==> config.mk <==
export PLATFORM = sky130hd
export DESIGN_NAME = uart_rx_core
export DESIGN_NICKNAME = d
export VERILOG_FILES = /design/src/rtl/uart_pkg.sv /design/src/rtl/uart_rx_sync.sv /design/src/rtl/uart_rx_core.sv
export SDC_FILE = /design/constraint.sdc
export NUM_CORES = 1
export LEC_CHECK = 0
export ABC_AREA = 1
export CORE_UTILIZATION = 40
export DETAILED_ROUTE_END_ITERATION = 8
export GPL_ROUTABILITY_DRIVEN = 0
export PLACE_DENSITY = 0.59
export RECOVER_POWER = 50
export SYNTH_ARGS = -nofsm -noshare
export SYNTH_HDL_FRONTEND = slang
export SYNTH_SLANG_ARGS = --single-unit
export TNS_END_PERCENT = 1
==> constraint.sdc <==
create_clock -name rx_clk -period 1.55 [get_ports rx_clk]
set_input_delay 0.155 -clock rx_clk [delete_from_list [all_inputs] [get_ports rx_clk]]
set_output_delay 0.155 -clock rx_clk [all_outputs]
set_load 0.01 [all_outputs]
==> src/rtl/uart_pkg.sv <==
// Shared UART definitions used by the receive and transmit cores.
//   - rx_state_e : receiver FSM state encoding
//   - DEF_*      : default frame geometry
//   - clog2      : counter width helper, never returns less than 1
package uart_pkg;

    localparam int DEF_CLKS_PER_BIT = 16;
    localparam int DEF_DATA_BITS    = 8;

    typedef enum logic [2:0] {
        RX_IDLE   = 3'd0,
        RX_START  = 3'd1,
        RX_DATA   = 3'd2,
        RX_PARITY = 3'd3,
        RX_STOP   = 3'd4
    } rx_state_e;

    function automatic int clog2(input int n);
        int r;
        r = 1;
        for (int i = 1; i < 31; i++) begin
            if ((1 << i) < n) r = i + 1;
        end
        return r;
    endfunction

endpackage

==> src/rtl/uart_rx_sync.sv <==
// Two-flop synchronizer for the asynchronous rx pin plus falling-edge detect.
//   rx_clk  : receive clock
//   reset_n : async active-low reset; all flops reset to 1 (line idle)
//   rx      : raw serial line
//   rx_s    : synchronized line (second flop)
//   fall    : high for the one cycle in which rx_s goes from 1 to 0
module uart_rx_sync (
    input  logic rx_clk,
    input  logic reset_n,
    input  logic rx,
    output logic rx_s,
    output logic fall
);

    logic s1_q, s2_q, prev_q;
    logic s1_d, s2_d, prev_d;

    always_comb begin
        s1_d   = rx;
        s2_d   = s1_q;
        prev_d = s2_q;
    end

    always_ff @(posedge rx_clk or negedge reset_n) begin
        if (!reset_n) begin
            s1_q   <= 1'b1;
            s2_q   <= 1'b1;
            prev_q <= 1'b1;
        end else begin
            s1_q   <= s1_d;
            s2_q   <= s2_d;
            prev_q <= prev_d;
        end
    end

    assign rx_s = s2_q;
    assign fall = prev_q & ~s2_q;

endmodule

==> src/rtl/uart_rx_core.sv <==
// UART receive core: frames start/data/optional parity/stop (LSB first),
// holds one word behind a valid/ready handshake and reports errors.
//   rx_clk, reset_n       : clock, async active-low reset
//   rx                    : asynchronous serial line (idle high)
//   rx_data, rx_valid     : holding register and its full flag
//   rx_ready              : consumer accept
//   rx_done               : one-cycle pulse per completed frame
//   frame_err, parity_err : error flags travelling with rx_data
//   overrun               : one-cycle pulse when a frame is dropped
//   busy                  : FSM not idle
//
// state     | meaning
// ----------+-----------------------------------------------------------
// RX_IDLE   | waiting for a falling edge on the synchronized line
// RX_START  | waiting half a bit to confirm the start bit (glitch filter)
// RX_DATA   | sampling DATA_BITS data bits, one per bit period
// RX_PARITY | sampling the parity bit
// RX_STOP   | sampling the stop bit, then deliver or flag overrun
module uart_rx_core
    import uart_pkg::*;
#(
    parameter int DATA_BITS    = DEF_DATA_BITS,
    parameter int CLKS_PER_BIT = DEF_CLKS_PER_BIT,
    parameter int PARITY_EN    = 0,
    parameter int PARITY_ODD   = 0
) (
    input  logic                 rx_clk,
    input  logic                 reset_n,
    input  logic                 rx,
    output logic [DATA_BITS-1:0] rx_data,
    output logic                 rx_valid,
    input  logic                 rx_ready,
    output logic                 rx_done,
    output logic                 frame_err,
    output logic                 parity_err,
    output logic                 overrun,
    output logic                 busy
);

    localparam int CNT_W = clog2(CLKS_PER_BIT);
    localparam int BIT_W = clog2(DATA_BITS);
    // The start-bit check lands mid-bit; every later sample is one full
    // period after the previous one, so all samples stay mid-bit.
    localparam logic [CNT_W-1:0] CNT_MID  = CNT_W'(CLKS_PER_BIT / 2 - 1);
    localparam logic [CNT_W-1:0] CNT_LAST = CNT_W'(CLKS_PER_BIT - 1);
    localparam logic [BIT_W-1:0] BIT_LAST = BIT_W'(DATA_BITS - 1);
    localparam logic             ODD      = (PARITY_ODD != 0);

    logic rx_s, fall;

    uart_rx_sync u_sync (
        .rx_clk  (rx_clk),
        .reset_n (reset_n),
        .rx      (rx),
        .rx_s    (rx_s),
        .fall    (fall)
    );

    rx_state_e            state_q, state_d;
    logic [CNT_W-1:0]     cnt_q, cnt_d;
    logic [BIT_W-1:0]     bit_q, bit_d;
    logic [DATA_BITS-1:0] shreg_q, shreg_d;
    logic                 par_pend_q, par_pend_d;
    logic [DATA_BITS-1:0] data_q, data_d;
    logic                 valid_q, valid_d;
    logic                 ferr_q, ferr_d;
    logic                 perr_q, perr_d;
    logic                 done_q, done_d;
    logic                 ovr_q, ovr_d;
    logic                 accept;
    logic                 par_calc;

    always_comb begin
        state_d    = state_q;
        cnt_d      = cnt_q + 1'b1;
        bit_d      = bit_q;
        shreg_d    = shreg_q;
        par_pend_d = par_pend_q;
        data_d     = data_q;
        valid_d    = valid_q;
        ferr_d     = ferr_q;
        perr_d     = perr_q;
        done_d     = 1'b0;
        ovr_d      = 1'b0;
        accept     = valid_q & rx_ready;
        par_calc   = (^shreg_q) ^ rx_s;

        if (accept) begin
            valid_d = 1'b0;
            ferr_d  = 1'b0;
            perr_d  = 1'b0;
        end

        case (state_q)
            RX_IDLE: begin
                cnt_d = '0;
                if (fall) begin
                    state_d    = RX_START;
                    bit_d      = '0;
                    par_pend_d = 1'b0;
                end
            end
            RX_START: begin
                if (cnt_q == CNT_MID) begin
                    cnt_d   = '0;
                    state_d = rx_s ? RX_IDLE : RX_DATA;
                end
            end
            RX_DATA: begin
                if (cnt_q == CNT_LAST) begin
                    cnt_d   = '0;
                    shreg_d = {rx_s, shreg_q[DATA_BITS-1:1]};
                    if (bit_q == BIT_LAST) begin
                        bit_d   = '0;
                        state_d = (PARITY_EN != 0) ? RX_PARITY : RX_STOP;
                    end else begin
                        bit_d = bit_q + 1'b1;
                    end
                end
            end
            RX_PARITY: begin
                if (cnt_q == CNT_LAST) begin
                    cnt_d      = '0;
                    par_pend_d = (par_calc != ODD);
                    state_d    = RX_STOP;
                end
            end
            RX_STOP: begin
                if (cnt_q == CNT_LAST) begin
                    cnt_d   = '0;
                    state_d = RX_IDLE;
                    done_d  = 1'b1;
                    // A word being drained this very edge frees the slot.
                    if (!valid_q || accept) begin
                        data_d  = shreg_q;
                        valid_d = 1'b1;
                        ferr_d  = ~rx_s;
                        perr_d  = par_pend_q;
                    end else begin
                        ovr_d = 1'b1;
                    end
                end
            end
            default: begin
                state_d = RX_IDLE;
                cnt_d   = '0;
            end
        endcase
    end

    always_ff @(posedge rx_clk or negedge reset_n) begin
        if (!reset_n) begin
            state_q    <= RX_IDLE;
            cnt_q      <= '0;
            bit_q      <= '0;
            shreg_q    <= '0;
            par_pend_q <= 1'b0;
            data_q     <= '0;
            valid_q    <= 1'b0;
            ferr_q     <= 1'b0;
            perr_q     <= 1'b0;
            done_q     <= 1'b0;
            ovr_q      <= 1'b0;
        end else begin
            state_q    <= state_d;
            cnt_q      <= cnt_d;
            bit_q      <= bit_d;
            shreg_q    <= shreg_d;
            par_pend_q <= par_pend_d;
            data_q     <= data_d;
            valid_q    <= valid_d;
            ferr_q     <= ferr_d;
            perr_q     <= perr_d;
            done_q     <= done_d;
            ovr_q      <= ovr_d;
        end
    end

    assign rx_data    = data_q;
    assign rx_valid   = valid_q;
    assign frame_err  = ferr_q;
    assign parity_err = perr_q;
    assign rx_done    = done_q;
    assign overrun    = ovr_q;
    assign busy       = (state_q != RX_IDLE);

endmodule

==> summary.json, run 1 <==
{
  "ctsHoldBuffers": {"value": 0},
  "hp-start": {"value": "u_sync.s1_q$_DFF_PN1_"},
  "setup_slack": {"value": 91.7, "unit": "ps"},
  "fin_tns_setup": {"value": 0, "unit": "ps"},
  "yosysMostFrequentCell": {"value": "sky130_fd_sc_hd__nand2_1"},
  "std_cell_rows": {"value": 23},
  "worstPathCellList": {"value": "inv_1 > nand2_2 > nor2_2 > inv_1 > dlygate4sd2_1"},
  "run_status": {"value": "finished clean"},
  "cts.sink_count": {"value": 35},
  "dpl_cell_area": {"value": 1950, "unit": "sq um"},
  "drt_first_iter_violations": {"value": 73},
  "timing.critical_path.slowest_cell_delay": {"value": 400, "unit": "ps"},
  "grt_setup_unrepaired": {"value": "yes"},
  "fin_util": {"value": 0.519},
  "grt_pass1_wl": {"value": 5.11, "unit": "mm"},
  "synth_cell_type_count": {"value": 20},
  "route.detailed.drc": {"value": 0},
  "synth_flop_cell": {"value": "sky130_fd_sc_hd__dfrtp_1"},
  "global_route.usage.total": {"value": 0.159},
  "die_height": {"value": 67.0, "unit": "um"},
  "timing.setup.critical_path_class": {"value": "reg -> out"},
  "post_synth_most_frequent_cells": {"value": "72 x sky130_fd_sc_hd__nand2_1, 32 x sky130_fd_sc_hd__dfrtp_1, 24 x sky130_fd_sc_hd__inv_1, 16 x sky130_fd_sc_hd__nand3_1, 13 x sky130_fd_sc_hd__nor2_1"},
  "design.core.area": {"value": 4030, "unit": "sq um"},
  "grt_remaining_overflow": {"value": 0},
  "area_of_the_die": {"value": 4480, "unit": "sq um"},
  "totalWireLength": {"value": 3.08, "unit": "mm"},
  "num-nets-final": {"value": 241},
  "grt_start_max_net_pins": {"value": 36},
  "async_reset_ff_frac": {"value": 1.00},
  "power.share.switching": {"value": 0.322},
  "max-vdd-ir-drop": {"value": 0.531, "unit": "mV"},
  "power.internal": {"value": 1.65, "unit": "mW"},
  "syn2layout_area_growth": {"value": 23.9, "unit": "%"},
  "yosysSeqAreaShare": {"value": 0.521},
  "start_kind": {"value": "register"},
  "slew_headroom": {"value": 0.420},
  "timing.max_cap.violations": {"value": 0},
  "cts.htree.levels": {"value": 2},
  "synth-seq-cells": {"value": 35},
  "synth.net_count": {"value": 211},
  "timing.critical_path.depth": {"value": 5},
  "critical_path.slowest_cell": {"value": "sky130_fd_sc_hd__dfrtp_1"},
  "hpwlAfterDp": {"value": 2.15, "unit": "mm"},
  "clockBufferDepth": {"value": 2},
  "stdcell_count": {"value": 285},
  "syn_inst": {"value": 204},
  "synth_largest_type_area_fraction": {"value": 0.474},
  "clock_tree_from_tritoncts": {"value": "done"},
  "timing.critical_path.required": {"value": 1390, "unit": "ps"},
  "finalCriticalPeriod": {"value": 1460, "unit": "ps"},
  "cts_made_buffers": {"value": 5},
  "post_drt_wl_per_cell": {"value": 10.8, "unit": "um"},
  "critical_path.startpoint": {"value": "state_q[1]$_DFFE_PN0P_"},
  "route.antenna.remaining_nets": {"value": 0},
  "drt-pass1-iter-count": {"value": 4},
  "floorplan.die.width": {"value": 67.0, "unit": "um"},
  "port-buffer-count": {"value": 17},
  "slew_at_the_pin_closest_to_its_max_slew_limit": {"value": 870, "unit": "ps"},
  "hold_path_depth": {"value": 0},
  "antenna_found_initial": {"value": 0},
  "dp.cells": {"value": 274},
  "final-setup-viol-count": {"value": 0},
  "critPathCaptureType": {"value": "output port"},
  "netlist_top_cells_area": {"value": "sky130_fd_sc_hd__dfrtp_1 47%, sky130_fd_sc_hd__nand2_1 16%, sky130_fd_sc_hd__inv_1 5.3%"},
  "hold_violations": {"value": 0},
  "via_count_of_the_first_global_routing_pass": {"value": 1144},
  "skew": {"value": 5.20, "unit": "ps"},
  "ff2ff_path_depth": {"value": 7},
  "synth.cell_area": {"value": 1690, "unit": "sq um"},
  "critPathCapture": {"value": "busy"},
  "vias_per_cell": {"value": 4.70},
  "final_design_area_no_fill": {"value": 2090, "unit": "sq um"},
  "route.vias.total": {"value": 1339},
  "antenna_cells": {"value": 0},
  "synthesis.yosys.warnings": {"value": 0},
  "clock_latency": {"value": 290, "unit": "ps"},
  "fraction_of_final_layout_cells_sized_beyond_drive_strength_1": {"value": 0.187},
  "clockPowerShare": {"value": 0.298},
  "total_switching_power": {"value": 0.785, "unit": "mW"},
  "timing.critical_path.max_delay_family": {"value": "buffers and inverters"},
  "path_buf_inv": {"value": 3},
  "worstHoldPathType": {"value": "reg -> reg"},
  "timing.final.crit_share": {"value": 0.941},
  "share_seq_of_total_power": {"value": 0.439},
  "timing.rr.end": {"value": "rx_data[5]$_DFFE_PN0P_"},
  "crit-reg2reg-launch": {"value": "cnt_q[0]$_DFF_PN0_"},
  "timing.fmax": {"value": 0.686, "unit": "GHz"},
  "clkSlewWorstSetupHoldPaths": {"value": 70, "unit": "ps"},
  "comb_power_share": {"value": 0.263},
  "top_level_ports": {"value": 18},
  "postSynthAreaPerCell": {"value": 8.27, "unit": "sq um"},
  "pre_cts_slack": {"value": 55.4, "unit": "ps"},
  "finalMaxSlewViolations": {"value": 0},
  "synth_area_leader_cell": {"value": "sky130_fd_sc_hd__dfrtp_1"},
  "worst-path-max-fanout": {"value": 3},
  "slack_of_the_worst_reg_to_reg_path": {"value": 110, "unit": "ps"},
  "crit_top_cell": {"value": "sky130_fd_sc_hd__inv_1"},
  "initial_core_util": {"value": 0.419},
  "count_of_flip_flops_with_a_built_in_enable_after_synthesis": {"value": 0},
  "leakage": {"value": 1.04, "unit": "nW"},
  "clock_tree.root_cell": {"value": "sky130_fd_sc_hd__clkbuf_8"},
  "cellPowerDensity": {"value": 1160, "unit": "nW/um^2"},
  "data_arrival_time_at_the_worst_slack_endpoint": {"value": 1300, "unit": "ps"}
}
==> power groups by stage <==
stage	logic [mW]	registers (mW)	clock network (mW)
2_1_floorplan	0.418	1.07	0
3_3_place_gp	0.606	1.09	0
3_5_place_dp	0.604	1.09	0
4_1_cts	0.625	1.07	0.756
5_1_grt	0.720	1.08	0.792
6_report	0.639	1.07	0.726
==> through the flow <==
stage	total power, mW	hold WS, ps
after floorplan	1.49	-141
after global placement	1.69	346
after detailed placement	1.70	348
after CTS	2.45	259
after global routing	2.59	365
final	2.43	356
==> repair_timing <==
item / CTS / global route
buffers inserted: 1 / 1
resized for setup: 2 / 4
endpoints found under the hold margin: 0 / 0
setup endpoints to repair: 1 / 13
pin swaps: 0 / 1
gates cloned: 0 / 1
==> placed cells by master (no fill, tap or decap), drive strengths merged <==
| cell type | netlist | routed |
|---|---|---|
| xor2 | 1 | 1 |
| dfstp | 3 | 3 |
| a21oi | 2 | 2 |
| clkbuf | 0 | 9 |
| nor3 | 2 | 2 |
| dlygate4sd3 | 0 | 2 |
| o22ai | 1 | 1 |
| inv | 28 | 28 |
| clkdlybuf4s50 | 0 | 14 |
| o21ai | 20 | 20 |
| dfrtp | 32 | 32 |
| ha | 3 | 3 |
| nand3 | 17 | 17 |
| dlygate4sd2 | 0 | 1 |
| nor2 | 16 | 16 |
| nand2 | 77 | 78 |
| buf | 2 | 6 |
==> per-layer routing <==
layer | wire length, um | part of all wire | GRT usage
met5 | 0 | 0 | 0
met4 | 74 | 0.024 | 0.0798
met3 | 127 | 0.041 | 0.0514
met2 | 1320 | 0.43 | 0.208
met1 | 1560 | 0.51 | 0.227
==> area by class of cell <==
cell class	instances	area [sq um]
Inverter	28	105
Fill cell	387	1940
Sequential cell	35	880
Timing Repair Buffer	24	231
Multi-Input combinational cell	140	713
Tap cell	50	62.6
Clock buffer	8	100
==> logic make-up after synthesis <==
| family | Yosys count | synth area share |
|---|---|---|
| simple gates | 112 | 0.287 |
| flops | 35 | 0.521 |
| buf+inv | 30 | 0.0756 |
| compound gates | 23 | 0.0890 |
| fa+ha+maj | 3 | 0.0222 |
| xor+xnor | 1 | 0.00519 |
==> state kept, by name, indices dropped and copies added (netlist names) <==
register and cells:
overrun 1, rx_data 8, cnt_q 4, par_pend_q 1, u_sync.rx_s 1, u_sync.s1_q 1, u_sync.prev_q 1, parity_err 1
rx_valid 1, bit_q 3, frame_err 1, state_q 3, rx_done 1, shreg_q 8
==> worst min-delay path by stage <==
stage	endpoint
final	u_sync.rx_s$_DFF_PN1_
after CTS	u_sync.s1_q$_DFF_PN1_
after global placement	u_sync.rx_s$_DFF_PN1_
after global routing	u_sync.rx_s$_DFF_PN1_
after detailed placement	u_sync.rx_s$_DFF_PN1_
after floorplan	bit_q[0]$_DFFE_PN0P_
(Power assumes the default switching activity.)
==> run 2: changes to the inputs <==
Settings changed: CAP_MARGIN set to 20.
==> results of run 2 <==
No change in the layout: final DEF, timing and power equal those of run 1.
